### src/rtl/render_rects_nested.sv
// render_rects_nested: draws a run of concentric rectangles, each inset by
// k*STEP from the outer box, with the colour index stepping once per shape.
// The rectangle engine is the render_rects_engine sub-module below. With FILL=0
// it draws the outline only. With FILL=1 it draws the whole area.
//
// Ports (render_rects_nested)
//   clk_i      clock
//   rst_i      synchronous reset, active high (also resets the engine)
//   oe_i       output enable; low freezes pixel output
//   start_i    start a run; only looked at in IDLE
//   x_o, y_o   signed draw position from the engine
//   cidx_o     colour index of the current shape
//   drawing_o  x_o/y_o/cidx_o valid this cycle
//   busy_o     run in progress
//   done_o     one-cycle pulse at the end of a run (never after an abort)

// Rectangle engine. It scans the box row by row. In outline mode an interior
// row emits only its two end pixels: after x0 it jumps straight to x1, so no
// cycles are spent on pixels that are never drawn.
// Ports: start_i loads the box. x0_i..y1_i must be held stable while busy.
// x_o/y_o/drawing_o give the pixel stream. done_o pulses one cycle after the
// last pixel.
module render_rects_engine #(
  parameter int CORDW = 16,
  parameter int FILL  = 0
) (
  input  logic                    clk_i,
  input  logic                    rst_i,
  input  logic                    start_i,
  input  logic                    oe_i,
  input  logic signed [CORDW-1:0] x0_i,
  input  logic signed [CORDW-1:0] y0_i,
  input  logic signed [CORDW-1:0] x1_i,
  input  logic signed [CORDW-1:0] y1_i,
  output logic signed [CORDW-1:0] x_o,
  output logic signed [CORDW-1:0] y_o,
  output logic                    drawing_o,
  output logic                    busy_o,
  output logic                    done_o
);
  localparam logic signed [CORDW-1:0] ONE = CORDW'(1);

  logic signed [CORDW-1:0] x_q, x_d, y_q, y_d;
  logic busy_q, busy_d, done_q, done_d;
  logic last_x, edge_row;

  assign last_x    = (x_q == x1_i);
  assign edge_row  = (y_q == y0_i) || (y_q == y1_i);
  assign drawing_o = busy_q & oe_i;
  assign busy_o    = busy_q;
  assign done_o    = done_q;
  assign x_o       = x_q;
  assign y_o       = y_q;

  always_comb begin
    x_d    = x_q;
    y_d    = y_q;
    busy_d = busy_q;
    done_d = 1'b0;
    if (start_i) begin
      x_d    = x0_i;
      y_d    = y0_i;
      busy_d = 1'b1;
    end else if (busy_q && oe_i) begin
      if (last_x && y_q == y1_i) begin
        busy_d = 1'b0;
        done_d = 1'b1;
      end else if (last_x) begin
        x_d = x0_i;
        y_d = y_q + ONE;
      end else if (FILL == 0 && !edge_row && x_q == x0_i) begin
        x_d = x1_i;
      end else begin
        x_d = x_q + ONE;
      end
    end
  end

  always_ff @(posedge clk_i) begin
    if (rst_i) begin
      x_q    <= '0;
      y_q    <= '0;
      busy_q <= 1'b0;
      done_q <= 1'b0;
    end else begin
      x_q    <= x_d;
      y_q    <= y_d;
      busy_q <= busy_d;
      done_q <= done_d;
    end
  end
endmodule

module render_rects_nested #(
  parameter int CORDW     = 16,
  parameter int CIDXW     = 4,
  parameter int SCALE     = 1,
  parameter int SHAPE_CNT = 64,
  parameter int STEP      = 1,
  parameter int X0        = 60,
  parameter int Y0        = 20,
  parameter int X1        = 260,
  parameter int Y1        = 160,
  parameter int FILL      = 0,
  parameter int CIDX_BASE = 0
) (
  input  logic                    clk_i,
  input  logic                    rst_i,
  input  logic                    oe_i,
  input  logic                    start_i,
  output logic signed [CORDW-1:0] x_o,
  output logic signed [CORDW-1:0] y_o,
  output logic [CIDXW-1:0]        cidx_o,
  output logic                    drawing_o,
  output logic                    busy_o,
  output logic                    done_o
);
  localparam int SIDW = $clog2(SHAPE_CNT) + 1;

  localparam logic [1:0] IDLE = 2'd0;
  localparam logic [1:0] INIT = 2'd1;
  localparam logic [1:0] DRAW = 2'd2;
  localparam logic [1:0] DONE = 2'd3;

  localparam logic signed [CORDW-1:0] X0_C    = CORDW'(X0);
  localparam logic signed [CORDW-1:0] Y0_C    = CORDW'(Y0);
  localparam logic signed [CORDW-1:0] X1_C    = CORDW'(X1);
  localparam logic signed [CORDW-1:0] Y1_C    = CORDW'(Y1);
  localparam logic signed [CORDW-1:0] STEP_C  = CORDW'(STEP);
  localparam logic signed [CORDW-1:0] SCALE_C = CORDW'(SCALE);

  logic [1:0]              state_q, state_d;
  logic [SIDW-1:0]         shape_id_q, shape_id_d;
  logic [CIDXW-1:0]        cidx_q, cidx_d;
  logic signed [CORDW-1:0] bx0_q, bx0_d, by0_q, by0_d, bx1_q, bx1_d, by1_q, by1_d;
  logic                    draw_start_q, draw_start_d;
  logic                    done_q, done_d;

  // Inset box for the current shape, still unscaled: the degenerate test
  // must see unscaled values.
  logic signed [CORDW-1:0] k_s, off, sx0, sy0, sx1, sy1;
  logic                    degen, eng_done;

  assign k_s   = CORDW'(shape_id_q);
  assign off   = k_s * STEP_C;
  assign sx0   = X0_C + off;
  assign sy0   = Y0_C + off;
  assign sx1   = X1_C - off;
  assign sy1   = Y1_C - off;
  assign degen = (sx0 > sx1) || (sy0 > sy1);

  always_comb begin
    state_d      = state_q;
    shape_id_d   = shape_id_q;
    cidx_d       = cidx_q;
    bx0_d        = bx0_q;
    by0_d        = by0_q;
    bx1_d        = bx1_q;
    by1_d        = by1_q;
    draw_start_d = 1'b0;
    done_d       = 1'b0;
    case (state_q)
      IDLE: if (start_i) begin
        state_d    = INIT;
        shape_id_d = '0;
      end
      INIT: if (degen) begin
        state_d = DONE;
      end else begin
        bx0_d        = sx0 * SCALE_C;
        by0_d        = sy0 * SCALE_C;
        bx1_d        = sx1 * SCALE_C;
        by1_d        = sy1 * SCALE_C;
        cidx_d       = CIDXW'(CIDX_BASE) + CIDXW'(shape_id_q);  // wraps silently
        draw_start_d = 1'b1;
        state_d      = DRAW;
      end
      // The engine's done pulse from the previous shape has already cleared
      // by the time the next shape reaches DRAW, so it cannot be seen twice.
      DRAW: if (eng_done) begin
        if (shape_id_q == SIDW'(SHAPE_CNT - 1)) begin
          state_d = DONE;
        end else begin
          shape_id_d = shape_id_q + 1'b1;
          state_d    = INIT;
        end
      end
      DONE: begin
        done_d  = 1'b1;
        state_d = IDLE;
      end
      default: state_d = IDLE;
    endcase
  end

  always_ff @(posedge clk_i) begin
    if (rst_i) begin
      state_q      <= IDLE;
      shape_id_q   <= '0;
      cidx_q       <= '0;
      bx0_q        <= '0;
      by0_q        <= '0;
      bx1_q        <= '0;
      by1_q        <= '0;
      draw_start_q <= 1'b0;
      done_q       <= 1'b0;
    end else begin
      state_q      <= state_d;
      shape_id_q   <= shape_id_d;
      cidx_q       <= cidx_d;
      bx0_q        <= bx0_d;
      by0_q        <= by0_d;
      bx1_q        <= bx1_d;
      by1_q        <= by1_d;
      draw_start_q <= draw_start_d;
      done_q       <= done_d;
    end
  end

  logic eng_busy;

  render_rects_engine #(.CORDW(CORDW), .FILL(FILL)) u_engine (
    .clk_i     (clk_i),
    .rst_i     (rst_i),
    .start_i   (draw_start_q),
    .oe_i      (oe_i),
    .x0_i      (bx0_q),
    .y0_i      (by0_q),
    .x1_i      (bx1_q),
    .y1_i      (by1_q),
    .x_o       (x_o),
    .y_o       (y_o),
    .drawing_o (drawing_o),
    .busy_o    (eng_busy),
    .done_o    (eng_done)
  );

  assign busy_o = (state_q != IDLE);
  assign done_o = done_q;
  assign cidx_o = cidx_q;
endmodule

### config.mk
export PLATFORM = sky130hd
export DESIGN_NAME = render_rects_nested
export DESIGN_NICKNAME = d
export VERILOG_FILES = /design/src/rtl/render_rects_nested.sv
export SDC_FILE = /design/constraint.sdc
export NUM_CORES = 1
export LEC_CHECK = 0
export CORE_ASPECT_RATIO = 1.5
export CORE_UTILIZATION = 30
export CTS_CLUSTER_DIAMETER = 40
export DETAILED_ROUTE_END_ITERATION = 12
export PLACE_DENSITY_LB_ADDON = 0.15
export SLEW_MARGIN = 20
export SYNTH_ARGS = -nofsm -noshare
export SYNTH_HDL_FRONTEND = slang
export SYNTH_SLANG_ARGS = --single-unit
### constraint.sdc
create_clock -name clk_i -period 2.95 [get_ports clk_i]
set_input_delay 0.4425 -clock clk_i [delete_from_list [all_inputs] [get_ports clk_i]]
set_output_delay 0.4425 -clock clk_i [all_outputs]
set_load 0.01 [all_outputs]
==> results of run 1 <==
==> synthesized netlist by cell type (2+ instances only) <==
cell,n,share of area [%]
a211oi_1,19,2.9
inv_1,22,1.7
a22oi_1,2,0.31
and4_1,3,0.54
a21oi_1,32,3.3
o21ai_0,15,1.5
a311oi_1,2,0.36
buf_2,6,0.61
or2_2,6,0.76
nand3_1,24,2.4
nand3b_1,3,0.46
nand4_1,15,1.9
o31a_1,3,0.54
nor4_1,9,1.1
clkbuf_1,27,2.1
o21ai_1,2,0.20
dfxtp_1,74,30
nor2_1,43,3.3
or4_1,8,1.2
and3_1,6,0.76
o31ai_1,10,1.5
nor3_1,13,1.3
mux2_2,12,2.8
nor2b_1,13,1.7
a21o_1,12,1.8
a31oi_1,9,1.1
or3_1,10,1.3
mux2i_1,18,3.7
xor2_1,22,3.9
nand2b_1,28,3.6
o211ai_1,2,0.31
ha_1,23,5.9
a2bb2oi_1,2,0.36
buf_4,4,0.61
buf_1,2,0.15
nand2_1,45,3.4
xnor2_1,35,6.2
==> power groups by stage <==
stage                     Clock (µW)  Combinational [µW]  Sequential, µW
after floorplan                    0                 396            1100
after global placement             0                 593            1110
after detailed placement           0                 593            1110
after CTS                       1110                 597            1090
after global routing            1150                 677            1100
final                           1080                 626            1090
==> kinds of logic (layout without fill, tap and decap cells) <==
group                      after synthesis  count (layout)  synth area share [%]
DFF                                     74              74                  30.2
and+or+nand+nor                        233             233                  25.4
muxes                                   30              30                  6.43
buffers and inverters                   62             139                  5.20
adders and majority gates               23              23                  5.86
xor gates and xnor gates                57              57                  10.2
AOI/OAI and AO/OA                      122             122                  16.7
==> layer usage <==
layer	GRT usage [%]	vias to the layer above	share of wire [%]
met2	34.1	127	54
li1	-	2281	-
met4	8.22	0	2.5
met5	0	-	0
met3	2.54	31	3.5
met1	19.6	2156	40
==> worst min-delay path: cells and delay by family, from the launching register on <==
kind | cells | cell delay, ns
flip-flops | 1 | 0.31
multiplexers | 1 | 0.06
AND/OR/NAND/NOR | 1 | 0.06
==> stage by stage <==
stage	TNS, ns	setup WS (ns)	utilization [%]	total power (µW)
4_1_cts	0	0.00153	38.4	2800
3_3_place_gp	-0.963	-0.0545	36.6	1700
3_5_place_dp	-2.71	-0.142	36.6	1710
6_report	0	0.107	39.6	2800
5_1_grt	-0.0609	-0.0161	39.6	2930
2_1_floorplan	0	0.00110	-	1490
==> final cells by class <==
cell class	count	share of cell area, %
timing repair buffer	100	14.2
clock inverter	3	0.638
clock buffer	13	3.83
sequential	74	23.7
inverter	23	1.38
multi-input combinational	465	52.2
tap	203	4.05
==> registers in the layout, indices dropped and copies added (netlist names) <==
signal / count
bx0_q: 5
bx1_q: 8
by0_q: 6
by1_q: 6
cidx_o: 4
done_o: 1
draw_start_q: 1
shape_id_q: 7
state_q: 2
u_engine.busy_o: 1
u_engine.done_o: 1
u_engine.x_o: 16
u_engine.y_o: 16
==> how the worst min path moves through the flow <==
stage                            startpoint  slack [ns]                      endpoint
6_report             cidx_o[2]$_SDFFE_PP0P_        0.48        cidx_o[2]$_SDFFE_PP0P_
5_1_grt              cidx_o[2]$_SDFFE_PP0P_        0.52        cidx_o[2]$_SDFFE_PP0P_
4_1_cts               by1_q[7]$_SDFFE_PP0P_        0.49         by1_q[7]$_SDFFE_PP0P_
3_5_place_dp          by1_q[7]$_SDFFE_PP0P_        0.48         by1_q[7]$_SDFFE_PP0P_
3_3_place_gp   u_engine.busy_o$_SDFFE_PP0P_        0.47  u_engine.busy_o$_SDFFE_PP0P_
2_1_floorplan         bx0_q[4]$_SDFFE_PP0P_        0.46         bx0_q[4]$_SDFFE_PP0P_
==> timing repair <==
action	in CTS	in global routing
pin swaps	2	9
hold endpoints to repair	0	0
setup buffers	0	8
gates resized for setup	3	29
gates cloned	0	1
setup endpoints to repair	27	31
==> impl_metrics.toml, run 1 <==
[outcome]
status = "finished, final reports clean"

[sta]
final_hold_viol_count = 0
fin_crit_ns = 2.84
drv_slew = 0
setup_viol = 0
finClkSkew_ns = 0.00556
fmax_mhz = 352
whs_ns = 0.485
finalCritPeriodShare_pct = 96.4
worstMarginPinSlew_ns = 0.613
max_slew_margin_pct = 58.8

[route]
via_count = 4595
drc = 0
vias_per_cell = 5.22
drtAntennaViolNets = 0
wl_per_cell_um = 16.7
dr.first_iter.drc_count = 228
dr.pass1.iters = 7
wl_um = 14700

[worst_setup_path]
crit_end = "by1_q[2]$_SDFFE_PP0P_"
ff2ff_setup_slack_ns = 0.11
critPathTopFamily = "compound AO/OA/AOI/OAI gates"
critPathLaunchType = "register"
path_buf_inv = 3
path_depth = 12
cp_max_fo = 7
critPathKind = "register to register"
r2r_cells = 12
critPathArrivalTime_ns = 3.06
cp-end-kind = "register"
crit_chain = "buf_4 > ha_1 > buf_4 > xnor2_1 > ha_1 > o21ai_0 > a31oi_1 > nor3b_4 > o21ai_4 > a21oi_4 > clkbuf_16 > mux2_2"
r2r_end = "by1_q[2]$_SDFFE_PP0P_"
cpPeakStageDelay_ns = 0.33
critPathLaunch = "shape_id_q[3]$_SDFFE_PP0P_"
slowest_stage = "dfxtp_2"
worstPathRequired_ns = 3.17
worstReg2RegStart = "shape_id_q[3]$_SDFFE_PP0P_"

[layout]
seqCellArea_um2 = 1490
layout_commonest_cell = "dfxtp_1"
drive_gt1_share_pct = 18.3
layout_common_cells = "dfxtp_1 (70), buf_4 (54), nand2_1 (45)"
n_fill_cell = 1653
diodes = 0
fin_area_um2 = 6270
area_growth_pct = 27.8
multiInputGateArea_um2 = 3280
stdcell_count = 881
nNetsFinal = 700

[global_route]
grt_pass1_wl_um = 23700
global_route.usage.total_pct = 18.0
grt_overflow_total = 0
antenna_found_initial = 0
grt_max_degree = 29
first_global_vias = 4695

[job]
drv_cap = 0

[placement]
placed_area_um2 = 5800
place_hpwl_um = 11100
post-place-cells = 856
io_buffers = 42
gp_congestion = 0.851

[floorplan]
die-area_um2 = 16900
die_h_um = 159
coreArea_um2 = 15800
ios = 43
initial_core_util_pct = 31.0
die_x_um = 106
row_count = 56

[synthesis]
synthFlopType = "dfxtp_1"
synth_cells = 601
syn_area_um2 = 4910
syn_nets = 628
syn_avg_cell_area_um2 = 8.17
ys_seq_elements = 74
ys_types = 57
synth_seq_area_share_pct = 30.2
async_reset_ff_share_pct = 0
synth_edf_count = 0
yosysWarnings = 0

[hold_path]
hp-class = "register to register"
min_delay_path_depth = 2

[clock_tree]
root_buffer = "clkbuf_16"
worstSkewPairLatency_ns = 0.33
path_clk_slew_ns = 0.06
cts_hold_buf = 0
htree_levels = 3
cts.sinks = 74
cts_tree = "done"
cts_buffer_depth = 2
cts_buffers = 9

[pwr]
power.share.combinational_pct = 22.4
p_leak_uw = 0.00235
clkPwrFrac_pct = 38.7
swShare_pct = 30.3
p_sw_uw = 848
irDropWorstVdd_v = 0.000272
seq_power_share_pct = 38.9
power_density_nw_per_um2 = 446
p_int_uw = 1950
Note: power is estimated with default switching activity, not from simulation.
==> inputs of run 2 (changes only) <==
--- a/config.mk
+++ b/config.mk
@@ -5,9 +5,10 @@
 export SDC_FILE = /design/constraint.sdc
 export NUM_CORES = 1
 export LEC_CHECK = 0
+export ABC_CLOCK_PERIOD_IN_PS = 2950
 export CORE_ASPECT_RATIO = 1.5
 export CORE_UTILIZATION = 30
-export CTS_CLUSTER_DIAMETER = 40
+export CTS_CLUSTER_DIAMETER = 150
 export DETAILED_ROUTE_END_ITERATION = 12
 export PLACE_DENSITY_LB_ADDON = 0.15
 export SLEW_MARGIN = 20
==> results of run 2 <==
Final layout, timing and power as in run 1 (identical DEF).
==> inputs of run 3 (changes only) <==
--- a/config.mk
+++ b/config.mk
@@ -7,6 +7,7 @@
 export LEC_CHECK = 0
 export ABC_CLOCK_PERIOD_IN_PS = 2950
 export CORE_ASPECT_RATIO = 1.5
+export CORE_MARGIN = 4
 export CORE_UTILIZATION = 30
 export CTS_CLUSTER_DIAMETER = 150
 export DETAILED_ROUTE_END_ITERATION = 12
==> run 3 against run 2 <==
Against the previous run:
- via count grew 1.1%
- routed wire length decreased by 0.74%
- global-route usage down 1.8 points
- clock-buffer cell count decreased by 1
- sequential cell count unchanged
- critical path depth rose by 1
- cell area is essentially flat
- critical path type unchanged
- largest cell class unchanged
==> impl_metrics.toml, run 3 (same netlist as run 1, synthesis figures left out) <==
[outcome]
status = "finished, final reports clean"

[worst_setup_path]
worstPathRequired_ns = 3.20
slowest_stage = "ha_1"
r2r_end = "bx0_q[4]$_SDFFE_PP0P_"
critPathLaunchType = "register"
worstReg2RegStart = "shape_id_q[2]$_SDFFE_PP0P_"
cp-end-kind = "register"
critPathKind = "register to register"
critPathTopFamily = "compound AO/OA/AOI/OAI gates"
cpPeakStageDelay_ns = 0.36
path_buf_inv = 3
crit_top_cell = "buf_4"
critPathLaunch = "shape_id_q[2]$_SDFFE_PP0P_"
critPathArrivalTime_ns = 3.13
r2r_cells = 13
crit_chain = "buf_4 > ha_1 > o21ai_2 > xnor2_2 > ha_1 > a21o_1 > a21oi_2 > nor3b_4 > o21ai_2 > buf_4 > a21o_1 > buf_4 > a211oi_1"
ff2ff_setup_slack_ns = 0.07
cp_max_fo = 7

[route]
drtAntennaViolNets = 0
drc = 0
vias_per_cell = 5.24
wl_um = 14600
dr.first_iter.drc_count = 229
dr.pass1.iters = 5
via_count = 4646
wl_per_cell_um = 16.5

[clock_tree]
cts_buffers = 9
cts_buffer_depth = 2
root_buffer = "clkbuf_16"
htree_levels = 3
worstSkewPairLatency_ns = 0.35
cts_hold_buf = 0
cts.sinks = 74
path_clk_slew_ns = 0.06
cts_tree = "done"

[layout]
diodes = 0
layout_commonest_cell = "dfxtp_1"
layout_common_cells = "dfxtp_1 (71), buf_4 (61), nand2_1 (45)"
fin_area_um2 = 6270
area_growth_pct = 27.8
stdcell_count = 887
drive_gt1_share_pct = 18.5
nNetsFinal = 705

[floorplan]
die_h_um = 165
coreArea_um2 = 16100
ios = 43
initial_core_util_pct = 30.4
die-area_um2 = 18500
die_x_um = 112
row_count = 57

[placement]
place_hpwl_um = 11200
placed_area_um2 = 5840
io_buffers = 42
post-place-cells = 862
gp_congestion = 0.910
place_ws_ns = -0.0641

[pwr]
irDropWorstVdd_v = 0.000212
power_density_nw_per_um2 = 440
power_uw = 2760
p_leak_uw = 0.00237

[sta]
max_slew_margin_pct = 58.0
fin_crit_ns = 2.88
worstMarginPinSlew_ns = 0.626
fin_tns_setup_ns = 0
final_hold_viol_count = 0
setup_ws_ns = 0.0709
finClkSkew_ns = 0.00813
finalCritPeriodShare_pct = 97.6
setup_viol = 0
fmax_mhz = 347
drv_slew = 0

[global_route]
grt_pass1_wl_um = 23900
grt_max_degree = 36
first_global_vias = 4716
antenna_found_initial = 0
global_route.usage.total_pct = 16.2
grt_overflow_total = 0

[hold_path]
min_from = "cidx_o[2]$_SDFFE_PP0P_"
hp-class = "register to register"
whs_endpoint = "cidx_o[2]$_SDFFE_PP0P_"
min_delay_path_depth = 2

[job]
drv_cap = 0
-- run 3: final cells by class --
class                      count  area (µm²)
tap                          206         258
fill                        1699        9850
timing repair buffer         105         913
sequential                    74        1490
multi-input combinational    465        3250
inverter                      23        86.3
clock inverter                 2        12.5
clock buffer                  12         267
-- run 3: worst max path at each step --
stage	endpoint	depth (start not counted)	slack, ns
after CTS	bx0_q[5]$_SDFFE_PP0P_	13	0.02
final	bx0_q[4]$_SDFFE_PP0P_	13	0.07
after global routing	bx0_q[4]$_SDFFE_PP0P_	14	-0.08
after floorplan	bx0_q[7]$_SDFFE_PP0P_	12	0.001
after global placement	by0_q[7]$_SDFFE_PP0P_	13	0.002
after detailed placement	bx0_q[5]$_SDFFE_PP0P_	14	-0.06
-- run 3: what timing repair did --
action	4_1_cts	5_1_grt
resized for setup	6	15
endpoints found under the hold margin	0	0
pin swaps	0	5
endpoints found under the setup margin	16	29
setup buffers	8	3
-- run 3: report_power, final --
group | switching (µW) | total, µW | internal [µW]
Sequential | 52.5 | 1090 | 1040
Combinational | 365 | 610 | 246
Clock | 429 | 1060 | 627
-- run 3: tightest hold or removal path, cell delays in order (launching register included) --
cell      delay [ns]
dfxtp_1         0.31
nand2b_1        0.07
mux2i_1         0.06
-- run 3: through the flow --
| step | util [%] | hold WS, ns |
|---|---|---|
| 6_report | 38.9 | 0.482 |
| 3_5_place_dp | 36.2 | 0.482 |
| 5_1_grt | 38.9 | 0.506 |
| 4_1_cts | 38.4 | 0.495 |
| 2_1_floorplan | - | 0.455 |
| 3_3_place_gp | 36.2 | 0.468 |
-- run 3: metal layers --
layer / vias to the layer above / track usage [%] / wire length (µm)
met5: - / 0 / 0
met4: 0 / 9.90 / 695
met3: 46 / 2.09 / 544
met2: 122 / 29.6 / 7490
met1: 2190 / 17.6 / 5890
li1: 2288 / - / -
